[config.mk]
export PLATFORM = sky130hd
export DESIGN_NAME = operand2_stage
export DESIGN_NICKNAME = d
export VERILOG_FILES = /design/src/rtl/op2_pkg.sv /design/src/rtl/hilo_regs.sv /design/src/rtl/operand2_stage.sv
export SDC_FILE = /design/constraint.sdc
export NUM_CORES = 1
export LEC_CHECK = 0
export BUFFER_PORTS_ARGS = -buffer_cell sky130_fd_sc_hd__buf_2
export CAP_MARGIN = 15
export CORE_UTILIZATION = 42
export CTS_CLUSTER_DIAMETER = 120
export DETAILED_ROUTE_END_ITERATION = 12
export PLACE_DENSITY = 0.86
export REMOVE_ABC_BUFFERS = 1
export SLEW_MARGIN = 10
export SYNTH_ARGS = -nofsm -noshare
export SYNTH_HDL_FRONTEND = slang
export SYNTH_SLANG_ARGS = --single-unit
[constraint.sdc]
create_clock -name clk -period 1.7 [get_ports clk]
set_input_delay 0.17 -clock clk [delete_from_list [all_inputs] [get_ports clk]]
set_output_delay 0.17 -clock clk [all_outputs]
set_load 0.1 [all_outputs]
[src/rtl/op2_pkg.sv]
// Shared constants for the EX-stage operand-2 selector: select encodings
// and the default datapath widths.
package op2_pkg;

   // Operand-2 source select encodings
   typedef logic [2:0] sel_t;

   localparam sel_t SEL_PB   = 3'b000;  // register-file port B
   localparam sel_t SEL_HI   = 3'b001;  // HI register (bypassed)
   localparam sel_t SEL_LO   = 3'b010;  // LO register (bypassed)
   localparam sel_t SEL_PC   = 3'b011;  // program counter
   localparam sel_t SEL_SEXT = 3'b100;  // sign-extended immediate
   localparam sel_t SEL_LUI  = 3'b101;  // immediate in the upper bits
   localparam sel_t SEL_ZEXT = 3'b110;  // zero-extended immediate
   localparam sel_t SEL_ZERO = 3'b111;  // constant zero

   // Default widths
   localparam int DEF_DATA_W = 32;
   localparam int DEF_IMM_W  = 16;
   localparam int DEF_TAG_W  = 5;
   localparam int DEF_PEND_W = 2;

endpackage

[src/rtl/hilo_regs.sv]
// HI/LO register pair with write priority, write-through bypass and the
// counter of outstanding HI/LO-producing mult/div operations.
module hilo_regs
   import op2_pkg::*;
#(
   parameter int DATA_W = DEF_DATA_W,
   parameter int PEND_W = DEF_PEND_W
) (
   input  logic              clk,
   input  logic              reset,
   input  logic              issue_valid,
   output logic              issue_ready,
   input  logic              res_valid,
   input  logic [DATA_W-1:0] res_hi,
   input  logic [DATA_W-1:0] res_lo,
   input  logic              mthi,
   input  logic              mtlo,
   input  logic [DATA_W-1:0] mt_data,
   output logic [DATA_W-1:0] hi_q,
   output logic [DATA_W-1:0] lo_q,
   output logic [DATA_W-1:0] hi_byp,
   output logic [DATA_W-1:0] lo_byp,
   output logic              pend_zero,
   output logic              pend_one,
   output logic              err
);

   localparam logic [PEND_W-1:0] PEND_MAX = {PEND_W{1'b1}};
   localparam logic [PEND_W-1:0] PEND_ONE = {{(PEND_W-1){1'b0}}, 1'b1};

   logic [DATA_W-1:0] hi_r;
   logic [DATA_W-1:0] lo_r;
   logic [DATA_W-1:0] hi_next_s;
   logic [DATA_W-1:0] lo_next_s;
   logic [PEND_W-1:0] pending_r;
   logic [PEND_W-1:0] pending_next_s;
   logic              pend_full_s;
   logic              issue_ok_s;
   logic              err_set_s;
   logic              err_r;

   assign pend_zero   = (pending_r == {PEND_W{1'b0}});
   assign pend_one    = (pending_r == PEND_ONE);
   assign pend_full_s = (pending_r == PEND_MAX);
   assign issue_ready = !pend_full_s;
   assign issue_ok_s  = issue_valid && !pend_full_s;
   assign err_set_s   = (issue_valid && pend_full_s) || (res_valid && pend_zero);

   // Per-half next value: MT write is younger in program order, so it wins
   always_comb begin
      hi_next_s = hi_r;
      lo_next_s = lo_r;
      if (mthi) begin
         hi_next_s = mt_data;
      end else if (res_valid) begin
         hi_next_s = res_hi;
      end else begin
         hi_next_s = hi_r;
      end
      if (mtlo) begin
         lo_next_s = mt_data;
      end else if (res_valid) begin
         lo_next_s = res_lo;
      end else begin
         lo_next_s = lo_r;
      end
   end

   // Pending counter update; an issue rejected when full or a result at zero leaves it alone
   always_comb begin
      pending_next_s = pending_r;
      case ({issue_ok_s, res_valid && !pend_zero})
         2'b10:   pending_next_s = pending_r + PEND_ONE;
         2'b01:   pending_next_s = pending_r - PEND_ONE;
         default: pending_next_s = pending_r;
      endcase
   end

   // HI/LO, pending counter and sticky error registers
   always_ff @(posedge clk) begin
      if (reset) begin
         hi_r      <= {DATA_W{1'b0}};
         lo_r      <= {DATA_W{1'b0}};
         pending_r <= {PEND_W{1'b0}};
         err_r     <= 1'b0;
      end else begin
         hi_r      <= hi_next_s;
         lo_r      <= lo_next_s;
         pending_r <= pending_next_s;
         err_r     <= err_r || err_set_s;
      end
   end

   // Selection sees the value being written this cycle
   assign hi_byp = hi_next_s;
   assign lo_byp = lo_next_s;
   assign hi_q   = hi_r;
   assign lo_q   = lo_r;
   assign err    = err_r;

endmodule

[src/rtl/operand2_stage.sv]
// EX-stage operand-2 selector: picks N from PB/HI/LO/PC/immediate forms,
// stalls HI/LO reads behind outstanding mult/div ops, and hands N to the
// next stage through a one-entry valid/ready output register.
module operand2_stage
   import op2_pkg::*;
#(
   parameter int DATA_W = DEF_DATA_W,
   parameter int IMM_W  = DEF_IMM_W,
   parameter int TAG_W  = DEF_TAG_W,
   parameter int PEND_W = DEF_PEND_W
) (
   input  logic              clk,
   input  logic              reset,
   input  logic              in_valid,
   output logic              in_ready,
   input  logic [2:0]        in_sel,
   input  logic [DATA_W-1:0] in_pb,
   input  logic [DATA_W-1:0] in_pc,
   input  logic [IMM_W-1:0]  in_imm,
   input  logic [TAG_W-1:0]  in_tag,
   input  logic              issue_valid,
   output logic              issue_ready,
   input  logic              res_valid,
   input  logic [DATA_W-1:0] res_hi,
   input  logic [DATA_W-1:0] res_lo,
   input  logic              mthi,
   input  logic              mtlo,
   input  logic [DATA_W-1:0] mt_data,
   output logic              out_valid,
   input  logic              out_ready,
   output logic [DATA_W-1:0] out_n,
   output logic [TAG_W-1:0]  out_tag,
   output logic [DATA_W-1:0] hi_q,
   output logic [DATA_W-1:0] lo_q,
   output logic              err
);

   logic [DATA_W-1:0] hi_byp_s;
   logic [DATA_W-1:0] lo_byp_s;
   logic              pend_zero_s;
   logic              pend_one_s;
   logic              reads_hilo_s;
   logic              hazard_s;
   logic              accept_s;
   logic [DATA_W-1:0] sel_n_s;
   logic              out_valid_r;
   logic [DATA_W-1:0] out_n_r;
   logic [TAG_W-1:0]  out_tag_r;

   hilo_regs #(
      .DATA_W (DATA_W),
      .PEND_W (PEND_W)
   ) u_hilo (
      .clk         (clk),
      .reset       (reset),
      .issue_valid (issue_valid),
      .issue_ready (issue_ready),
      .res_valid   (res_valid),
      .res_hi      (res_hi),
      .res_lo      (res_lo),
      .mthi        (mthi),
      .mtlo        (mtlo),
      .mt_data     (mt_data),
      .hi_q        (hi_q),
      .lo_q        (lo_q),
      .hi_byp      (hi_byp_s),
      .lo_byp      (lo_byp_s),
      .pend_zero   (pend_zero_s),
      .pend_one    (pend_one_s),
      .err         (err)
   );

   // A HI/LO read must wait for its producer unless the last one completes this cycle
   assign reads_hilo_s = (in_sel == SEL_HI) || (in_sel == SEL_LO);
   assign hazard_s     = reads_hilo_s && !pend_zero_s && !(pend_one_s && res_valid);
   assign in_ready     = !hazard_s && (!out_valid_r || out_ready);
   assign accept_s     = in_valid && in_ready;

   // Operand source mux; pure bit placement of the immediate forms
   always_comb begin
      sel_n_s = {DATA_W{1'b0}};
      case (in_sel)
         SEL_PB:   sel_n_s = in_pb;
         SEL_HI:   sel_n_s = hi_byp_s;
         SEL_LO:   sel_n_s = lo_byp_s;
         SEL_PC:   sel_n_s = in_pc;
         SEL_SEXT: sel_n_s = {{(DATA_W-IMM_W){in_imm[IMM_W-1]}}, in_imm};
         SEL_LUI:  sel_n_s = {in_imm, {(DATA_W-IMM_W){1'b0}}};
         SEL_ZEXT: sel_n_s = {{(DATA_W-IMM_W){1'b0}}, in_imm};
         SEL_ZERO: sel_n_s = {DATA_W{1'b0}};
         default:  sel_n_s = {DATA_W{1'b0}};
      endcase
   end

   // One-entry output register: load on accept, hold while stalled, drop after transfer
   always_ff @(posedge clk) begin
      if (reset) begin
         out_valid_r <= 1'b0;
         out_n_r     <= {DATA_W{1'b0}};
         out_tag_r   <= {TAG_W{1'b0}};
      end else if (accept_s) begin
         out_valid_r <= 1'b1;
         out_n_r     <= sel_n_s;
         out_tag_r   <= in_tag;
      end else if (out_ready) begin
         out_valid_r <= 1'b0;
      end else begin
         out_valid_r <= out_valid_r;
      end
   end

   assign out_valid = out_valid_r;
   assign out_n     = out_n_r;
   assign out_tag   = out_tag_r;

endmodule

==> results.py, run 1 <==
metrics = {
    "run_status": {
        "run_status": "finished, violations left",
        "violated_checks": "negative setup slack",
    },
    "placed_design": {
        "place_worst_setup_slack_ns": -0.0910,
        "io_buffers": 296,
        "detailedPlacementHpwl_mm": 16.9,
        "gpl.final_weighted_congestion": 0.882,
    },
    "synthesis": {
        "yosys.cell_count.top_type": "dfxtp_1",
        "synth_ff_type": "dfxtp_1",
        "yosysSeqAreaShare_pct": 34.9,
        "yosys-top-cells-count": "dfxtp_1, o21ai_0, nor2_1, mux2i_1, clkbuf_1",
        "yosys_warnings": 0,
        "synth_largest_area_cell": "dfxtp_1",
        "syn_inst": 708,
        "yosys_cell_types": 41,
        "synth_area_per_cell_um2": 8.50,
        "postSynthRegisterBits": 105,
        "ffs_w_async_s_r_synth_pct": 0,
        "yosys-top-cells-area": "dfxtp_1, mux2i_1, o21ai_0",
        "top_cell_type_s_share_of_synthesized_area_pct": 34.9,
        "synth-edff-count": 0,
        "syn_area_um2": 6020,
    },
    "clocking": {
        "cts_htree_levels": 3,
        "clockBufferDepth": 2,
        "cts.sink_count": 105,
        "insertion_delay_ns": 0.35,
        "cts_inserted_buffers": 9,
        "hold_buffers": 0,
        "clkSlewWorstSetupHoldPaths_ns": 0.07,
        "tritoncts": "done",
        "root_buffer": "clkbuf_16",
    },
    "setup_path": {
        "end_kind": "flop",
        "timing.critical_path.from_type": "flop",
        "setup.worst_path.class": "reg -> reg",
        "worstPathArrival_ns": 2.19,
        "critical_path.max_fanout": 8,
        "critPathRequiredTime_ns": 1.97,
    },
    "die": {
        "die-width_um": 122,
        "design.portCount": 297,
        "fp-row-count": 43,
        "die_outline_area_um2": 14800,
        "core_region_area_um2": 13900,
        "floorplan.initialDensity_pct": 43.2,
        "chipHeight_um": 122,
    },
    "sta": {
        "worst_slew_pin_slew_ns": 0.932,
        "final_count_of_negative_setup_slack_endpoints": 38,
        "fin_worst_skew_ns": 0.00963,
        "hold_viol_final": 0,
        "fmaxAchievable_mhz": 518,
        "final_critical_path_setup_slack_ns": -0.229,
        "min_period_ns": 1.93,
        "slew-limit-headroom_pct": 37.7,
        "rsz0062_at_grt": "true",
        "slew_viol_final": 0,
        "layout_worst_path_cycle_share_pct": 113,
    },
    "global_route": {
        "number_of_antenna_violations_at_the_first_check_in_global_routing": 2,
        "track_usage_pct": 32.0,
        "largest_net_degree_at_the_start_of_global_routing": 96,
        "globalRouteOverflowTotal": 0,
        "grt_pass1_vias": 7094,
        "grt_pass1_wl_mm": 36.3,
    },
    "detailed_routing": {
        "final_antenna_net_count": 0,
        "detailroute.via_count": 7136,
        "drt-wirelength-per-cell_um": 20.3,
        "detailedRoute.firstIterationViolations": 589,
        "drt_first_pass_iters": 5,
        "avgViaCountPerCell": 5.91,
        "remaining_drc_errors": 0,
        "sum_of_routed_wire_length_over_all_layers_mm": 24.5,
    },
    "min_path": {
        "class_of_the_most_critical_hold_timing_path": "in -> reg",
    },
    "pwr": {
        "switching_share_pct": 41.3,
        "power.share.sequential_pct": 30.6,
        "power_per_cell_area_nw_per_um2": 1040,
        "vdd_drop_max_v": 0.000626,
        "power_frac_clock_pct": 26.5,
        "leakage_uw": 0.00424,
        "power_frac_comb_pct": 42.9,
        "switchingPower_uw": 3840,
        "p_int_uw": 5460,
    },
    "cells_and_area": {
        "nets": 1218,
        "drive_gt1_share_pct": 43.3,
        "synthToLayoutAreaGrowth_pct": 48.1,
        "final_core_util_pct": 63.9,
    },
    "flow_run": {
        "drv.max_cap_violation_count": 0,
    },
}
==> flip-flops by register name, summed over array words and instances (netlist names) <==
name,flops
out_n,32
out_tag,5
out_valid,1
u_hilo.err,1
u_hilo.hi_q,32
u_hilo.lo_q,32
u_hilo.pending_r,2
==> power by group through the flow <==
stage	Clock, µW	Combinational [µW]	Sequential [µW]
after floorplan	0	904	4270
after global placement	0	3340	2850
after detailed placement	0	3370	2860
after CTS	2470	3740	2830
after global routing	2570	4170	2870
final	2460	3990	2850
==> routing by layer <==
metal	global-route usage [%]	vias up	part of all wire (%)
li1	-	3264	-
met2	53.0	444	47
met4	16.0	2	4.1
met1	37.9	3340	39
met3	8.99	86	9.4
met5	0	-	0.053
==> timing repair <==
item,4_1_cts,5_1_grt
setup buffers,8,3
cloned,6,4
pin swaps,17,14
setup endpoints to repair,28,39
gates resized for setup,41,19
==> through the flow <==
| step | std cells | power [µW] | TNS (ns) | cell area, µm² | hold WS [ns] |
|---|---|---|---|---|---|
| final | 1208 | 9300 | -6.99 | 8910 | 0.0784 |
| after global routing | 1207 | 9610 | -8.52 | 8910 | 0.0759 |
| after CTS | 1201 | 9040 | -2.84 | 8720 | 0.0502 |
| after detailed placement | 1171 | 6230 | -1.36 | 8000 | 0.423 |
| after global placement | 1171 | 6180 | -0.269 | 8000 | 0.417 |
| after floorplan | 637 | 5170 | -35.41 | 5710 | 0.239 |
==> logic make-up (layout without fill, tap and decap cells) <==
family | after synthesis | count (layout) | share of synthesized area (%)
and+or+nand+nor | 219 | 219 | 18.8
adders and majority gates | 4 | 4 | 0.832
other | 0 | 1 | 0
AOI/OAI and AO/OA | 237 | 237 | 28.6
DFF | 105 | 105 | 34.9
buffers and inverters | 76 | 395 | 5.38
xor gates and xnor gates | 3 | 3 | 0.437
muxes | 64 | 64 | 11.0
==> layout by cell type, fill, tap and decap left out, drive strengths merged, types with 2 or more instances in the layout <==
| cell | netlist | routed |
|---|---|---|
| a2111oi | 15 | 15 |
| a211oi | 2 | 2 |
| a21boi | 15 | 15 |
| a21oi | 23 | 23 |
| a2bb2oi | 32 | 32 |
| and2 | 32 | 32 |
| buf | 25 | 371 |
| bufinv | 0 | 3 |
| clkbuf | 46 | 14 |
| dfxtp | 105 | 105 |
| ha | 4 | 4 |
| inv | 5 | 5 |
| mux2 | 16 | 16 |
| mux2i | 48 | 48 |
| nand2 | 44 | 44 |
| nand2b | 17 | 17 |
| nand3 | 31 | 31 |
| nand4b | 16 | 16 |
| nor2 | 54 | 54 |
| nor2b | 19 | 19 |
| nor3b | 2 | 2 |
| o21ai | 65 | 65 |
| o2bb2ai | 15 | 15 |
| o311a | 30 | 30 |
| o31ai | 31 | 31 |
| or3 | 2 | 2 |
| xor2 | 2 | 2 |
==> path summary, 6_finish.rpt <==
kind / start / to / slack (ns) / cells past startpoint
min: mt_data[11] / u_hilo.hi_q[11] / 0.08 / 3
min reg2reg: out_n[20] / out_n[20] / 0.47 / 2
max: u_hilo.pending_r[0] / out_n[6] / -0.23 / 10
max reg2reg: u_hilo.pending_r[0] / out_n[6] / -0.23 / 10
==> final cells by class <==
type / instances / area [µm²]
Antenna cell: 1 / 2.50
Clock buffer: 11 / 243
Clock inverter: 5 / 103
Fill cell: 1144 / 5020
Inverter: 5 / 21.3
Multi-Input combinational cell: 527 / 3810
Sequential cell: 105 / 2110
Tap cell: 180 / 225
Timing Repair Buffer: 374 / 2400
==> worst max-delay path, cell delays in order (launching register included) <==
cell	delay [ns]
dfxtp_4	0.39
inv_4	0.04
ha_4	0.15
a211o_1	0.28
buf_6	0.15
o211ai_4	0.21
buf_6	0.15
buf_6	0.13
buf_12	0.16
nand3_2	0.08
o31ai_1	0.08
Note: power is estimated with default switching activity, not from simulation.
==> inputs of run 2 (changes only) <==
--- a/config.mk
+++ b/config.mk
@@ -7,10 +7,11 @@
 export LEC_CHECK = 0
 export BUFFER_PORTS_ARGS = -buffer_cell sky130_fd_sc_hd__buf_2
 export CAP_MARGIN = 15
-export CORE_UTILIZATION = 42
+export CORE_UTILIZATION = 43
+export CTS_BUF_LIST = sky130_fd_sc_hd__clkbuf_8
 export CTS_CLUSTER_DIAMETER = 120
 export DETAILED_ROUTE_END_ITERATION = 12
-export PLACE_DENSITY = 0.86
+export PLACE_DENSITY = 0.88
 export REMOVE_ABC_BUFFERS = 1
 export SLEW_MARGIN = 10
 export SYNTH_ARGS = -nofsm -noshare
==> results.py, run 2 (same netlist as run 1, synthesis figures left out) <==
metrics = {
    "run_status": {
        "violated_checks": "negative setup slack",
        "run_status": "finished, violations left",
    },
    "setup_path": {
        "critical_path.max_fanout": 3,
        "timing.critical_path.from_type": "flop",
        "end_kind": "output pin",
        "r2r_setup_slk_ns": -0.11,
        "worstSetupStartpoint": "u_hilo.pending_r[0]",
        "critPathRequiredTime_ns": 1.53,
        "rr_endpoint": "out_n[8]",
        "r2r_cells": 8,
        "setup.worst_path.class": "reg -> out",
        "r2r_start": "u_hilo.pending_r[0]",
        "worstSetupEndpoint": "in_ready",
        "worstPathArrival_ns": 1.70,
    },
    "flow_run": {
        "drv.max_cap_violation_count": 0,
    },
    "die": {
        "floorplan.initialDensity_pct": 44.7,
        "core_region_area_um2": 13500,
        "die_outline_area_um2": 14500,
        "fp-row-count": 42,
        "chipHeight_um": 120,
        "die-width_um": 120,
        "design.portCount": 297,
    },
    "clocking": {
        "insertion_delay_ns": 0.39,
        "clockBufferDepth": 2,
        "tritoncts": "done",
        "clkSlewWorstSetupHoldPaths_ns": 0.11,
        "cts_inserted_buffers": 9,
        "cts_htree_levels": 3,
        "cts.sink_count": 105,
        "root_buffer": "clkbuf_8",
    },
    "placed_design": {
        "gpl.final_weighted_congestion": 0.858,
        "detailedPlacementHpwl_mm": 16.5,
        "io_buffers": 296,
    },
    "cells_and_area": {
        "multi_input_gate_area_um2": 3960,
        "final_cell_mix": "buf_2, dfxtp_1, o21ai_0, nor2_1, mux2i_1",
        "num-fill-cells": 1084,
        "synthToLayoutAreaGrowth_pct": 45.8,
        "drive_gt1_share_pct": 45.0,
        "sequential_cell_area_um2": 2110,
        "layout.cells.most_common": "buf_2",
        "diode_count": 0,
        "nets": 1196,
    },
    "sta": {
        "slew_viol_final": 0,
        "final_count_of_negative_setup_slack_endpoints": 38,
        "worst_slew_pin_slew_ns": 1.14,
        "min_period_ns": 1.87,
        "layout_worst_path_cycle_share_pct": 110,
        "slew-limit-headroom_pct": 23.6,
        "final_critical_path_setup_slack_ns": -0.172,
        "hold_viol_final": 0,
        "fmaxAchievable_mhz": 534,
        "worst_hold_slack_ns": 0.0395,
        "fin_worst_skew_ns": 0.0109,
        "rsz0062_at_grt": "true",
        "final_tns_setup_ns": -3.49,
    },
    "global_route": {
        "largest_net_degree_at_the_start_of_global_routing": 91,
        "grt_pass1_wl_mm": 34.0,
        "number_of_antenna_violations_at_the_first_check_in_global_routing": 1,
        "track_usage_pct": 30.4,
        "grt_pass1_vias": 6649,
        "globalRouteOverflowTotal": 0,
    },
    "detailed_routing": {
        "drt-wirelength-per-cell_um": 20.3,
        "detailedRoute.firstIterationViolations": 620,
        "remaining_drc_errors": 0,
        "final_antenna_net_count": 0,
        "avgViaCountPerCell": 5.99,
        "drt_first_pass_iters": 7,
        "sum_of_routed_wire_length_over_all_layers_mm": 24.0,
        "detailroute.via_count": 7078,
    },
    "pwr": {
        "switchingPower_uw": 3840,
        "power.share.sequential_pct": 34.2,
        "power_frac_comb_pct": 47.9,
        "power_frac_clock_pct": 17.9,
        "p_int_uw": 4540,
        "switching_share_pct": 45.8,
        "power_per_cell_area_nw_per_um2": 954,
        "post-layout-total-power_uw": 8370,
        "vdd_drop_max_v": 0.000723,
        "leakage_uw": 0.00410,
    },
    "min_path": {
        "class_of_the_most_critical_hold_timing_path": "in -> reg",
    },
}
run 2: cell types whose count changed in the layout (fill, tap and decap cells not counted), sizes merged:
| cell | change |
|---|---|
| diode | -1 |
| bufinv | -3 |
| inv | +2 |
| clkinvlp | -1 |
| clkinv | +3 |
| buf | -24 |
| dlygate4sd3 | +1 |
run 2: critical path, stage by stage, from the launching register on:
cell and delay (ns):
dfxtp_4 0.40, inv_4 0.05, ha_4 0.15, a211o_4 0.34
o21a_1 0.21, buf_12 0.17
run 2: worst min-delay path by stage:
stage	start	to	slack [ns]	cells after the start
after floorplan	reset	out_tag[0]	0.24	1
after global routing	issue_valid	u_hilo.err	0.03	3
final	mt_data[6]	u_hilo.hi_q[6]	0.04	3
after CTS	in_tag[3]	out_tag[3]	0.004	3
after global placement	in_tag[2]	out_tag[2]	0.42	3
after detailed placement	in_tag[2]	out_tag[2]	0.42	3
run 2: power groups by stage:
| stage | combinational [µW] | clock [µW] | sequential (µW) |
|---|---|---|---|
| 2_1_floorplan | 904 | 0 | 4270 |
| 3_3_place_gp | 3330 | 0 | 2850 |
| 3_5_place_dp | 3380 | 0 | 2860 |
| 4_1_cts | 3630 | 1510 | 2810 |
| 5_1_grt | 4170 | 1590 | 2880 |
| 6_report | 4010 | 1500 | 2860 |
run 2: layout make-up:
cell class                 count  share of cell area [%]
clock buffer                  10                    1.57
inverter                       5                   0.271
clock inverter                 6                   0.470
sequential                   105                    24.0
multi-input combinational    527                    45.1
tap                          176                    2.51
timing repair buffer         352                    26.1
run 2: stage by stage:
stage	setup slack [ns]	util [%]	instances	instance area (µm²)
final	-0.172	65.2	1181	8780
after global routing	-0.219	65.2	1181	8780
after CTS	-0.179	61.7	1174	8300
after detailed placement	-0.298	58.9	1150	7920
after global placement	-0.194	58.9	1150	7920
after floorplan	-0.947	-	637	5710
run 2: metal layers:
layer / GRT usage, % / share of wire [%] / wire length, µm
met1: 34.3 / 39 / 9240
met2: 54.7 / 49 / 11800
met3: 6.42 / 8.6 / 2070
met4: 13.5 / 3.5 / 834
met5: 0 / 0.033 / 8
run 2: what timing repair did:
action,4_1_cts,5_1_grt
gates resized for setup,14,72
setup buffers,2,2
cloned,5,5
endpoints found under the setup margin,28,40
hold buffers,1,0
pin swaps,4,32
endpoints found under the hold margin,1,0
==> inputs of run 3 (changes only) <==
--- a/config.mk
+++ b/config.mk
@@ -7,7 +7,7 @@
 export LEC_CHECK = 0
 export BUFFER_PORTS_ARGS = -buffer_cell sky130_fd_sc_hd__buf_2
 export CAP_MARGIN = 15
-export CORE_UTILIZATION = 43
+export CORE_UTILIZATION = 45
 export CTS_BUF_LIST = sky130_fd_sc_hd__clkbuf_8
 export CTS_CLUSTER_DIAMETER = 120
 export DETAILED_ROUTE_END_ITERATION = 12
==> constraint.sdc (replaced) <==
create_clock -name clk -period 2 [get_ports clk]
set_input_delay 0.2 -clock clk [delete_from_list [all_inputs] [get_ports clk]]
set_output_delay 0.2 -clock clk [all_outputs]
set_load 0.1 [all_outputs]
==> results.py, run 3 (same netlist as run 1, synthesis figures left out) <==
metrics = {
    "min_path": {
        "worst_hold_path.endpoint": "out_tag[0]",
        "hold_depth": 3,
        "worstHoldStart": "in_tag[0]",
        "class_of_the_most_critical_hold_timing_path": "in -> reg",
    },
    "cells_and_area": {
        "synthToLayoutAreaGrowth_pct": 32.5,
        "drive_gt1_share_pct": 37.2,
        "num-fill-cells": 1113,
        "sequential_cell_area_um2": 2110,
        "multi_input_gate_area_um2": 3610,
        "layout.cells.most_common": "buf_2",
        "final_cell_mix": "buf_2, dfxtp_1, o21ai_0, nor2_1, mux2i_1",
        "nets": 1172,
    },
    "detailed_routing": {
        "remaining_drc_errors": 0,
        "drt_first_pass_iters": 5,
        "final_antenna_net_count": 0,
        "sum_of_routed_wire_length_over_all_layers_mm": 21.6,
        "detailedRoute.firstIterationViolations": 645,
        "avgViaCountPerCell": 5.87,
        "detailroute.via_count": 6767,
        "drt-wirelength-per-cell_um": 18.8,
    },
    "setup_path": {
        "critical_path.max_fanout": 4,
        "worstPathArrival_ns": 1.71,
        "critPathRequiredTime_ns": 1.80,
        "rr_endpoint": "out_tag[3]",
        "r2r_start": "u_hilo.pending_r[0]",
        "end_kind": "output pin",
        "r2r_cells": 8,
        "timing.critical_path.from_type": "flop",
        "setup.worst_path.class": "reg -> out",
        "r2r_setup_slk_ns": 0.15,
    },
    "placed_design": {
        "detailedPlacementHpwl_mm": 16.1,
        "gpl.final_weighted_congestion": 0.910,
        "io_buffers": 296,
    },
    "die": {
        "die_outline_area_um2": 13800,
        "chipHeight_um": 118,
        "fp-row-count": 41,
        "core_region_area_um2": 12800,
        "design.portCount": 297,
        "floorplan.initialDensity_pct": 46.9,
        "die-width_um": 118,
    },
    "clocking": {
        "cts_htree_levels": 3,
        "root_buffer": "clkbuf_8",
        "clockBufferDepth": 2,
        "cts_inserted_buffers": 9,
        "clkSlewWorstSetupHoldPaths_ns": 0.10,
        "cts.sink_count": 105,
        "tritoncts": "done",
        "insertion_delay_ns": 0.38,
    },
    "sta": {
        "slew-limit-headroom_pct": 25.1,
        "final_count_of_negative_setup_slack_endpoints": 0,
        "worst_hold_slack_ns": 0.0604,
        "layout_worst_path_cycle_share_pct": 95.7,
        "hold_viol_final": 0,
        "min_period_ns": 1.91,
        "fin_worst_skew_ns": 0.00768,
        "worst_slew_pin_slew_ns": 1.12,
        "fmaxAchievable_mhz": 522,
        "rsz0062_at_grt": "false",
        "final_tns_setup_ns": 0,
        "slew_viol_final": 0,
    },
    "pwr": {
        "leakage_uw": 0.00381,
        "vdd_drop_max_v": 0.000436,
        "post-layout-total-power_uw": 6560,
        "power_per_cell_area_nw_per_um2": 823,
    },
    "global_route": {
        "largest_net_degree_at_the_start_of_global_routing": 96,
        "grt_pass1_vias": 6470,
        "globalRouteOverflowTotal": 0,
        "number_of_antenna_violations_at_the_first_check_in_global_routing": 1,
        "track_usage_pct": 30.9,
        "grt_pass1_wl_mm": 34.1,
    },
    "run_status": {
        "run_status": "completed",
    },
    "flow_run": {
        "drv.max_cap_violation_count": 0,
    },
}
## run 3: worst max-delay path by stage
stage / start / end / slack (ns) / depth (start not counted)
6_report: u_hilo.pending_r[0] / in_ready / 0.09 / 5
5_1_grt: u_hilo.pending_r[0] / in_ready / 0.02 / 5
4_1_cts: u_hilo.pending_r[0] / in_ready / 0.02 / 5
3_5_place_dp: in_sel[0] / out_n[20] / 0.16 / 4
3_3_place_gp: in_sel[0] / out_n[30] / 0.24 / 4
2_1_floorplan: u_hilo.pending_r[0] / out_n[0] / -0.65 / 5
## run 3: worst max-delay path: stages (launching register included)
cell and delay (ns):
dfxtp_4 0.37, inv_1 0.04, ha_1 0.23, a211o_1 0.27, o21a_1 0.24, buf_12 0.18
## run 3: through the flow
stage	worst slack (ns)	utilization (%)	cell area (µm²)	std cells
after floorplan	-0.647	-	5710	637
after global placement	0.242	60.7	7780	1136
after detailed placement	0.163	60.7	7780	1136
after CTS	0.0160	62.1	7970	1151
after global routing	0.0241	62.2	7980	1152
final	0.0859	62.2	7980	1152
## run 3: area by class of cell
class	count	share of cell area (%)
antenna	1	0.0314
clock buffer	10	1.73
clock inverter	4	0.565
inverter	5	0.235
multi-input combinational	527	45.3
sequential	105	26.4
tap	172	2.70
timing repair buffer	328	23.1
## run 3: timing repair
| action | CTS | global route |
|---|---|---|
| gates resized for setup | 1 | 1 |
| pin swaps | 2 | 1 |
| endpoints found under the hold margin | 0 | 0 |
| setup endpoints to repair | 1 | 2 |
| buffers inserted | 1 | 0 |
| hold buffers | 0 | 0 |
## run 3: report_power, final
group	leakage, µW	switching (µW)	total (µW)	internal [µW]
combinational	0.00284	2100	2840	741
sequential	0.000868	101	2390	2290
clock	0.0000978	746	1340	594
total	0.00381	2940	6560	3620
## run 3: per-layer routing
| layer | global-route usage [%] | vias to the layer above | routed length (µm) |
|---|---|---|---|
| li1 | - | 3163 | - |
| met1 | 35.8 | 3114 | 8150 |
| met2 | 53.5 | 418 | 10500 |
| met3 | 7.36 | 72 | 2080 |
| met4 | 14.1 | 0 | 867 |
| met5 | 0 | - | 0 |
